==> src/rtl/chunked_seq_adder.sv <==
// Multi-cycle adder/subtractor: adds two WIDTH-bit operands CHUNK bits per cycle with a stored carry.
// Optional macro CHUNKED_SEQ_ADDER_FASTPATH_EN lets DONE hand off straight into RUN on an output transfer.
module chunked_seq_adder #(
    parameter int WIDTH = 16,
    parameter int CHUNK = 4
) (
    input  logic             clk,
    input  logic             rst_n,
    input  logic             ena,
    input  logic             in_valid,
    output logic             in_ready,
    input  logic [WIDTH-1:0] a,
    input  logic [WIDTH-1:0] b,
    input  logic             sub,
    input  logic             cin,
    output logic             out_valid,
    input  logic             out_ready,
    output logic [WIDTH-1:0] sum,
    output logic             cout,
    output logic             ovf,
    output logic             busy
);
    localparam int NCHUNK = WIDTH / CHUNK;
    localparam int KW = (NCHUNK > 1) ? $clog2(NCHUNK) : 1;
    localparam logic [KW-1:0] K_LAST = KW'(NCHUNK - 1);
    localparam logic [WIDTH-1:0] CHUNK_MASK = {WIDTH{1'b1}} >> (WIDTH - CHUNK);

    typedef enum logic [1:0] {IDLE, RUN, DONE} state_t;

    state_t           state_q;
    logic [KW-1:0]    k_q;
    logic [WIDTH-1:0] a_q;
    logic [WIDTH-1:0] b_q;
    logic [WIDTH-1:0] sum_q;
    logic             carry_q;
    logic             cout_q;
    logic             ovf_q;
    logic             out_valid_q;

    int               off;
    logic [CHUNK-1:0] a_ch;
    logic [CHUNK-1:0] b_ch;
    logic [CHUNK:0]   chunk_d;
    logic [WIDTH-1:0] sum_d;
    logic             ovf_d;
    logic             last;
    logic             accept;
    logic             xfer;

    always_comb begin
        off     = int'(k_q) * CHUNK;
        a_ch    = CHUNK'(a_q >> off);
        b_ch    = CHUNK'(b_q >> off);
        chunk_d = {1'b0, a_ch} + {1'b0, b_ch} + {{CHUNK{1'b0}}, carry_q};
        // Splice the new chunk into the running sum; untouched chunks keep their value.
        sum_d   = (sum_q & ~(CHUNK_MASK << off)) | (WIDTH'(chunk_d[CHUNK-1:0]) << off);
        ovf_d   = (a_q[WIDTH-1] == b_q[WIDTH-1]) & (chunk_d[CHUNK-1] != a_q[WIDTH-1]);
        last    = (k_q == K_LAST);
`ifdef CHUNKED_SEQ_ADDER_FASTPATH_EN
        in_ready = ena & ((state_q == IDLE) | ((state_q == DONE) & out_ready));
`else
        in_ready = ena & (state_q == IDLE);
`endif
        accept  = in_valid & in_ready;
        xfer    = out_valid_q & out_ready & ena;
    end

    always_ff @(posedge clk or negedge rst_n) begin
        if (!rst_n) begin
            state_q     <= IDLE;
            k_q         <= '0;
            a_q         <= '0;
            b_q         <= '0;
            sum_q       <= '0;
            carry_q     <= 1'b0;
            cout_q      <= 1'b0;
            ovf_q       <= 1'b0;
            out_valid_q <= 1'b0;
        end else if (ena) begin
            unique case (state_q)
                IDLE: begin
                    if (accept) begin
                        a_q     <= a;
                        b_q     <= sub ? ~b : b;
                        carry_q <= sub ? ~cin : cin;
                        k_q     <= '0;
                        state_q <= RUN;
                    end
                end
                RUN: begin
                    sum_q   <= sum_d;
                    carry_q <= chunk_d[CHUNK];
                    k_q     <= k_q + KW'(1);
                    if (last) begin
                        cout_q      <= chunk_d[CHUNK];
                        ovf_q       <= ovf_d;
                        out_valid_q <= 1'b1;
                        k_q         <= '0;
                        state_q     <= DONE;
                    end
                end
                DONE: begin
                    if (xfer) begin
                        out_valid_q <= 1'b0;
                        state_q     <= IDLE;
                        // Only reachable with the fast path, where in_ready can be high in DONE.
                        if (accept) begin
                            a_q     <= a;
                            b_q     <= sub ? ~b : b;
                            carry_q <= sub ? ~cin : cin;
                            k_q     <= '0;
                            state_q <= RUN;
                        end
                    end
                end
                default: state_q <= IDLE;
            endcase
        end
    end

    assign sum       = sum_q;
    assign cout      = cout_q;
    assign ovf       = ovf_q;
    assign out_valid = out_valid_q;
    assign busy      = (state_q != IDLE);

endmodule

==> config.mk <==
export PLATFORM = sky130hd
export DESIGN_NAME = chunked_seq_adder
export DESIGN_NICKNAME = d
export VERILOG_FILES = /design/src/rtl/chunked_seq_adder.sv
export SDC_FILE = /design/constraint.sdc
export NUM_CORES = 1
export LEC_CHECK = 0
export CAP_MARGIN = 15
export CORE_MARGIN = 1
export CORE_UTILIZATION = 46
export CTS_CLUSTER_DIAMETER = 80
export DETAILED_ROUTE_END_ITERATION = 8
export GPL_TIMING_DRIVEN = 1
export PLACE_DENSITY = 0.76
export SETUP_SLACK_MARGIN = 0.2
export SLEW_MARGIN = 20
export SYNTH_ARGS = -nofsm -noshare
export SYNTH_HDL_FRONTEND = slang
export SYNTH_SLANG_ARGS = --single-unit
==> constraint.sdc <==
create_clock -name clk -period 2.75 [get_ports clk]
set_input_delay 0.275 -clock clk [delete_from_list [all_inputs] [get_ports clk]]
set_output_delay 0.275 -clock clk [all_outputs]
set_load 0.005 [all_outputs]
==> results of run 1 <==
## routing by layer
metal / global-route usage / vias to the layer above / part of all wire
met5: 0 / - / 0
met3: 0.0354 / 6 / 0.039
met4: 0.0545 / 0 / 0.012
met1: 0.263 / 918 / 0.45
li1: - / 933 / -
met2: 0.329 / 56 / 0.50
## placed cells by master, fill, tap and decap left out, drive strengths merged, types with 2 or more instances in the layout
cell / netlist / routed
and2: 2 / 2
inv: 3 / 3
nor3: 5 / 5
nand3: 3 / 3
nor2: 19 / 19
xnor2: 17 / 17
a22o: 16 / 16
a21o: 4 / 4
mux4: 8 / 8
nand2: 13 / 13
fa: 2 / 2
a21oi: 22 / 22
a211oi: 3 / 3
a2111oi: 2 / 2
ha: 7 / 7
clkbuf: 1 / 5
o21ai: 6 / 6
mux2: 16 / 16
clkdlybuf4s50: 0 / 58
buf: 10 / 14
dfrtp: 56 / 56
xor2: 2 / 2
## worst register-to-register path, cell delays in order, from the launching register on
cell and delay, ns:
dfrtp_2 0.44, mux4_2 0.56, fa_2 0.41, fa_2 0.36, a21o_1 0.17, a21oi_2 0.16
a211oi_1 0.09, a21o_1 0.18
## final timing paths
check                                   start                  end  slack (ns)
setup / recovery           k_q[0]$_DFFE_PN0P_  carry_q$_DFFE_PN0P_        0.28
hold / removal                          rst_n  a_q[14]$_DFFE_PN0P_        0.44
setup reg to reg           k_q[0]$_DFFE_PN0P_  carry_q$_DFFE_PN0P_        0.28
hold reg to reg               ovf$_DFFE_PN0P_      ovf$_DFFE_PN0P_        0.49
max in group asynchronous               rst_n   k_q[0]$_DFFE_PN0P_        1.49
min in group clk              ovf$_DFFE_PN0P_      ovf$_DFFE_PN0P_        0.49
## power groups by stage
stage	logic (W)	clock network [W]	registers, W
3_5_place_dp	0.00213	0	0.00152
6_report	0.00233	0.000507	0.00150
5_1_grt	0.00258	0.000554	0.00156
2_1_floorplan	0.00148	0	0.00143
4_1_cts	0.00216	0.000517	0.00150
3_3_place_gp	0.00207	0	0.00151
## per-stage QoR
step	utilization	std cells	hold slack, ns
after floorplan	-	224	-0.0206
after global placement	0.609	353	0.242
after CTS	0.631	362	0.453
after global routing	0.639	364	0.471
final	0.639	364	0.442
after detailed placement	0.609	353	0.253
## what timing repair did
item,CTS,global route
setup endpoints to repair,3,6
hold buffers,1,0
endpoints found under the hold margin,20,0
gates resized for setup,0,8
buffers inserted,2,2
pin swaps,0,1
## state kept, by name, summed over array words and instances, names as in the netlist
| signal | cells |
|---|---|
| out_valid | 1 |
| b_q | 16 |
| ovf | 1 |
| cout | 1 |
| k_q | 2 |
| state_q | 2 |
| carry_q | 1 |
| sum | 16 |
| a_q | 16 |
## area by class of cell
class,count,area (µm²)
fillers,441,2040
flip-flops and latches,56,1400
multi-input cells,154,1300
repair buffers,73,697
well taps,72,90.1
clock buffers,5,68.8
clock inverters,1,30.0
inverters,3,11.3
## cells by family after synthesis
family | share of synthesized area
AO/OA/AOI/OAI | 0.127
XOR/XNOR | 0.0603
adder cells (fa/ha/maj) | 0.0463
buffers and inverters | 0.0308
flip-flops | 0.508
multiplexers | 0.144
AND/OR/NAND/NOR | 0.0835
==> flow_metrics.py, run 1 <==
metrics = {
    "outcome": {
        "status": "finished clean",
    },
    "setup_path": {
        "path_buf_inv": 0,
        "cp_top_family": "adder cells",
        "critPathLaunchType": "flip-flop",
        "worstPathMaxFanout": 4,
        "ff2ff_path_depth": 7,
        "crit_required_ns": 2.95,
        "crit_chain": "mux4_2 > fa_2 > fa_2 > a21o_1 > a21oi_2 > a211oi_1 > a21o_1",
        "critPathCaptureType": "flip-flop",
        "cpPeakStageDelay_ns": 0.56,
        "cp.arrival_ns": 2.67,
        "crit_type": "flip-flop to flip-flop",
        "cp_slowest_cell": "mux4_2",
        "cp.depth": 7,
    },
    "synthesis": {
        "synth.most_common_cell": "dfrtp_1",
        "netlist_area_mm2": 0.00276,
        "netlist_instances": 224,
        "avgSynthCellArea_um2": 12.3,
        "synth_edf_count": 0,
        "synth_cell_types": 31,
        "synth_top_cell_by_area": "dfrtp_1",
        "synth_common_cells": "dfrtp_1 (56), a21oi_1 (22), nor2_1 (19), xnor2_1 (17), a22o_1 (16)",
        "ys_top_cells_by_area": "dfrtp_1 (51%), mux4_2 (6.5%), mux2_4 (5.4%)",
        "yosysSeqAreaShare": 0.508,
        "yosys.area.top_type_share": 0.508,
        "ys_seq_elements": 56,
        "yosys_warnings": 0,
        "synthFlopType": "dfrtp_1",
        "async_reset_ff_frac": 1.00,
        "syn_nets": 272,
    },
    "sta": {
        "tns_ns": 0,
        "timing.final.crit_period_ns": 2.47,
        "setup_viol": 0,
        "worstMarginPinSlew_ns": 0.581,
        "finalHoldViolCount": 0,
        "fin_ws_ns": 0.278,
        "period_share": 0.899,
        "clock.fmax_ghz": 0.405,
        "report.final.slew_viol_count": 0,
        "rsz0062_at_grt": "no",
        "clock_skew_ns": 0.00765,
        "slew_headroom": 0.609,
    },
    "die": {
        "io_pins": 60,
        "core.rowCount": 27,
        "die_area_mm2": 0.00631,
        "die_y_um": 79.4,
        "start_util": 0.489,
        "core_area_mm2": 0.00564,
        "die-width_um": 79.4,
    },
    "pwr": {
        "p_switching_w": 0.00160,
        "power_frac_comb": 0.537,
        "p_int_w": 0.00274,
        "total_power_w": 0.00434,
        "seqPwrFrac": 0.346,
        "power_frac_clock": 0.117,
        "leakage_nw": 1.52,
        "sw_frac_of_total": 0.368,
        "irDropWorstVdd_mv": 0.603,
        "power.density_mw_per_mm2": 1210,
    },
    "global_routing": {
        "track_usage": 0.197,
        "antenna_found_initial": 0,
        "grt_pass1_vias": 1997,
        "grt_max_degree": 37,
        "grt_overflow": 0,
        "grt_pass1_wl_um": 9500,
    },
    "clocking": {
        "clock_latency_ns": 0.31,
        "cts_inserted_buffers": 5,
        "htreeDepth": 2,
        "cts_sinks": 56,
        "root_buffer": "clkbuf_8",
        "tritoncts": "yes",
        "clk_pin_slew_ns": 0.09,
        "clockBufferDepth": 2,
    },
    "route": {
        "post_drt_via_cell_ratio": 5.26,
        "vias": 1913,
        "drtIter0Drc": 108,
        "drc": 0,
        "firstDrtPassIters": 4,
        "wire_per_inst_um": 15.0,
        "ant_nets": 0,
        "routed_wl_um": 5480,
    },
    "cells_and_area": {
        "drive_above_1_share": 0.171,
        "fin_nets": 341,
        "design_area_mm2": 0.00360,
        "antenna_cells_inserted": 0,
        "syn_to_final_growth_pct": 30.6,
    },
    "run": {
        "max-cap-violations": 0,
    },
    "placement": {
        "dp_worst_setup_slack_ns": 0.201,
        "gp_congestion": 0.844,
        "dp_hpwl_um": 4080,
        "io_buffers": 59,
        "place_area_mm2": 0.00344,
    },
    "worst_hold_path": {
        "hp-class": "primary input to async pin",
    },
}
No activity file was read; power rests on OpenSTA's default activity.
==> run 2: changes to the inputs <==
--- a/config.mk
+++ b/config.mk
@@ -6,12 +6,12 @@
 export NUM_CORES = 1
 export LEC_CHECK = 0
 export CAP_MARGIN = 15
-export CORE_MARGIN = 1
-export CORE_UTILIZATION = 46
+export CORE_MARGIN = 4
+export CORE_UTILIZATION = 45
 export CTS_CLUSTER_DIAMETER = 80
 export DETAILED_ROUTE_END_ITERATION = 8
 export GPL_TIMING_DRIVEN = 1
-export PLACE_DENSITY = 0.76
+export PLACE_DENSITY = 0.75
 export SETUP_SLACK_MARGIN = 0.2
 export SLEW_MARGIN = 20
 export SYNTH_ARGS = -nofsm -noshare
==> run 2 against run 1 <==
Compared with the run above:
- wire length shrank 2.0%
- die area grew 18%
- sequential power is essentially flat
- largest cell class unchanged
- highest routed layer unchanged
==> flow_metrics.py, run 2 (synthesized netlist as in run 1, its figures left out) <==
metrics = {
    "outcome": {
        "status": "finished clean",
    },
    "cells_and_area": {
        "post-route-util": 0.604,
        "regArea_mm2": 0.00140,
        "antenna_cells_inserted": 0,
        "drive_above_1_share": 0.163,
        "layout_common_cells": "clkdlybuf4s50_1 (58), dfrtp_1 (55), a21oi_1 (20)",
        "multi_input_area_mm2": 0.00130,
        "fin_nets": 336,
        "fillers": 491,
        "syn_to_final_growth_pct": 29.7,
        "final_common_cell": "clkdlybuf4s50_1",
        "design_area_mm2": 0.00358,
    },
    "global_routing": {
        "grt_max_degree": 38,
        "track_usage": 0.152,
        "antenna_found_initial": 0,
        "grt_pass1_wl_um": 8920,
        "grt_overflow": 0,
        "grt_pass1_vias": 1834,
    },
    "die": {
        "start_util": 0.466,
        "core_area_mm2": 0.00592,
        "io_pins": 60,
        "die_area_mm2": 0.00745,
        "die_y_um": 86.3,
        "die-width_um": 86.3,
        "core.rowCount": 28,
    },
    "pwr": {
        "p_switching_w": 0.00160,
        "power_frac_comb": 0.526,
        "p_int_w": 0.00271,
        "irDropWorstVdd_mv": 0.686,
        "sw_frac_of_total": 0.371,
        "power_frac_clock": 0.126,
        "power.density_mw_per_mm2": 1200,
        "leakage_nw": 1.50,
        "total_power_w": 0.00430,
        "seqPwrFrac": 0.348,
    },
    "setup_path": {
        "rrSetupSlack_ns": 0.25,
        "crit_required_ns": 2.95,
        "worstPathMaxFanout": 4,
        "critPathLaunchType": "flip-flop",
        "critPathCaptureType": "flip-flop",
        "cp.arrival_ns": 2.70,
        "crit_type": "flip-flop to flip-flop",
    },
    "route": {
        "vias": 1923,
        "wl_met2_um": 2590,
        "drc": 0,
        "drtIter0Drc": 96,
        "post_drt_via_cell_ratio": 5.28,
        "drt-met1-wl_um": 2440,
        "routed_wl_um": 5370,
        "firstDrtPassIters": 4,
        "top_layer_used": "met4",
        "ant_nets": 0,
        "wire_per_inst_um": 14.8,
        "wl_met3_um": 288,
    },
    "clocking": {
        "clockBufferDepth": 2,
        "htreeDepth": 2,
        "clk_pin_slew_ns": 0.10,
        "ctsHoldBuffers": 0,
        "cts_inserted_buffers": 5,
        "cts_sinks": 56,
        "clock_latency_ns": 0.31,
        "root_buffer": "clkbuf_8",
        "tritoncts": "yes",
    },
    "sta": {
        "worstMarginPinSlew_ns": 0.790,
        "timing.final.crit_period_ns": 2.50,
        "clock.fmax_ghz": 0.401,
        "finalHoldViolCount": 0,
        "period_share": 0.907,
        "fin_ws_ns": 0.255,
        "tns_ns": 0,
        "slew_headroom": 0.474,
        "report.final.slew_viol_count": 0,
        "clock_skew_ns": 0.00360,
        "setup_viol": 0,
        "rsz0062_at_grt": "yes",
    },
    "placement": {
        "io_buffers": 59,
        "place_area_mm2": 0.00343,
        "dp_hpwl_um": 4100,
        "gp_congestion": 0.788,
        "dp_worst_setup_slack_ns": 0.186,
    },
    "worst_hold_path": {
        "hp-class": "primary input to async pin",
    },
    "run": {
        "max-cap-violations": 0,
    },
}
-- run 2: per-layer routing --
metal  up-vias  track usage
met5         -            0
met1       939        0.214
met2        51        0.245
met3         6       0.0323
met4         0       0.0297
li1        927            -
-- run 2: critical path, cell delays in order, from the launching register on --
cell      delay (ns)
dfrtp_2         0.44
mux4_2          0.54
fa_2            0.40
fa_2            0.37
a21o_1          0.18
a21oi_2         0.17
a211oi_1        0.10
a21o_1          0.19
-- run 2: power groups by stage --
stage               clock [W]  combinational, W  sequential (W)
floorplan                   0           0.00148         0.00143
global placement            0           0.00207         0.00151
detailed placement          0           0.00213         0.00152
CTS                  0.000551           0.00215         0.00150
global route         0.000591           0.00248         0.00156
finish               0.000543           0.00226         0.00150
-- run 2: final timing paths --
kind / to / depth (start not counted) / startpoint
max in group asynchronous: a_q[11]$_DFFE_PN0P_ / 2 / rst_n
worst min register to register: ovf$_DFFE_PN0P_ / 2 / ovf$_DFFE_PN0P_
worst min-delay path: a_q[3]$_DFFE_PN0P_ / 1 / rst_n
min in group clk: ovf$_DFFE_PN0P_ / 2 / ovf$_DFFE_PN0P_
worst max register to register: carry_q$_DFFE_PN0P_ / 7 / k_q[0]$_DFFE_PN0P_
worst max-delay path: carry_q$_DFFE_PN0P_ / 7 / k_q[0]$_DFFE_PN0P_
-- run 2: per-stage QoR --
stage	hold WS [ns]	cells
after floorplan	-0.0206	224
after global placement	0.397	355
after detailed placement	0.403	355
after CTS	0.0635	364
after global routing	0.0996	364
final	0.0427	364
-- run 2: layout make-up --
cell class,instances,share of cell area
multi-input cells,154,0.363
flip-flops and latches,56,0.392
inverters,3,0.00315
well taps,75,0.0262
clock buffers,5,0.0192
clock inverters,3,0.0133
repair buffers,68,0.183
-- run 2: timing repair --
item	CTS	global route
endpoints found under the hold margin	0	0
endpoints found under the setup margin	4	6
setup buffers	1	0
resized for setup	0	5
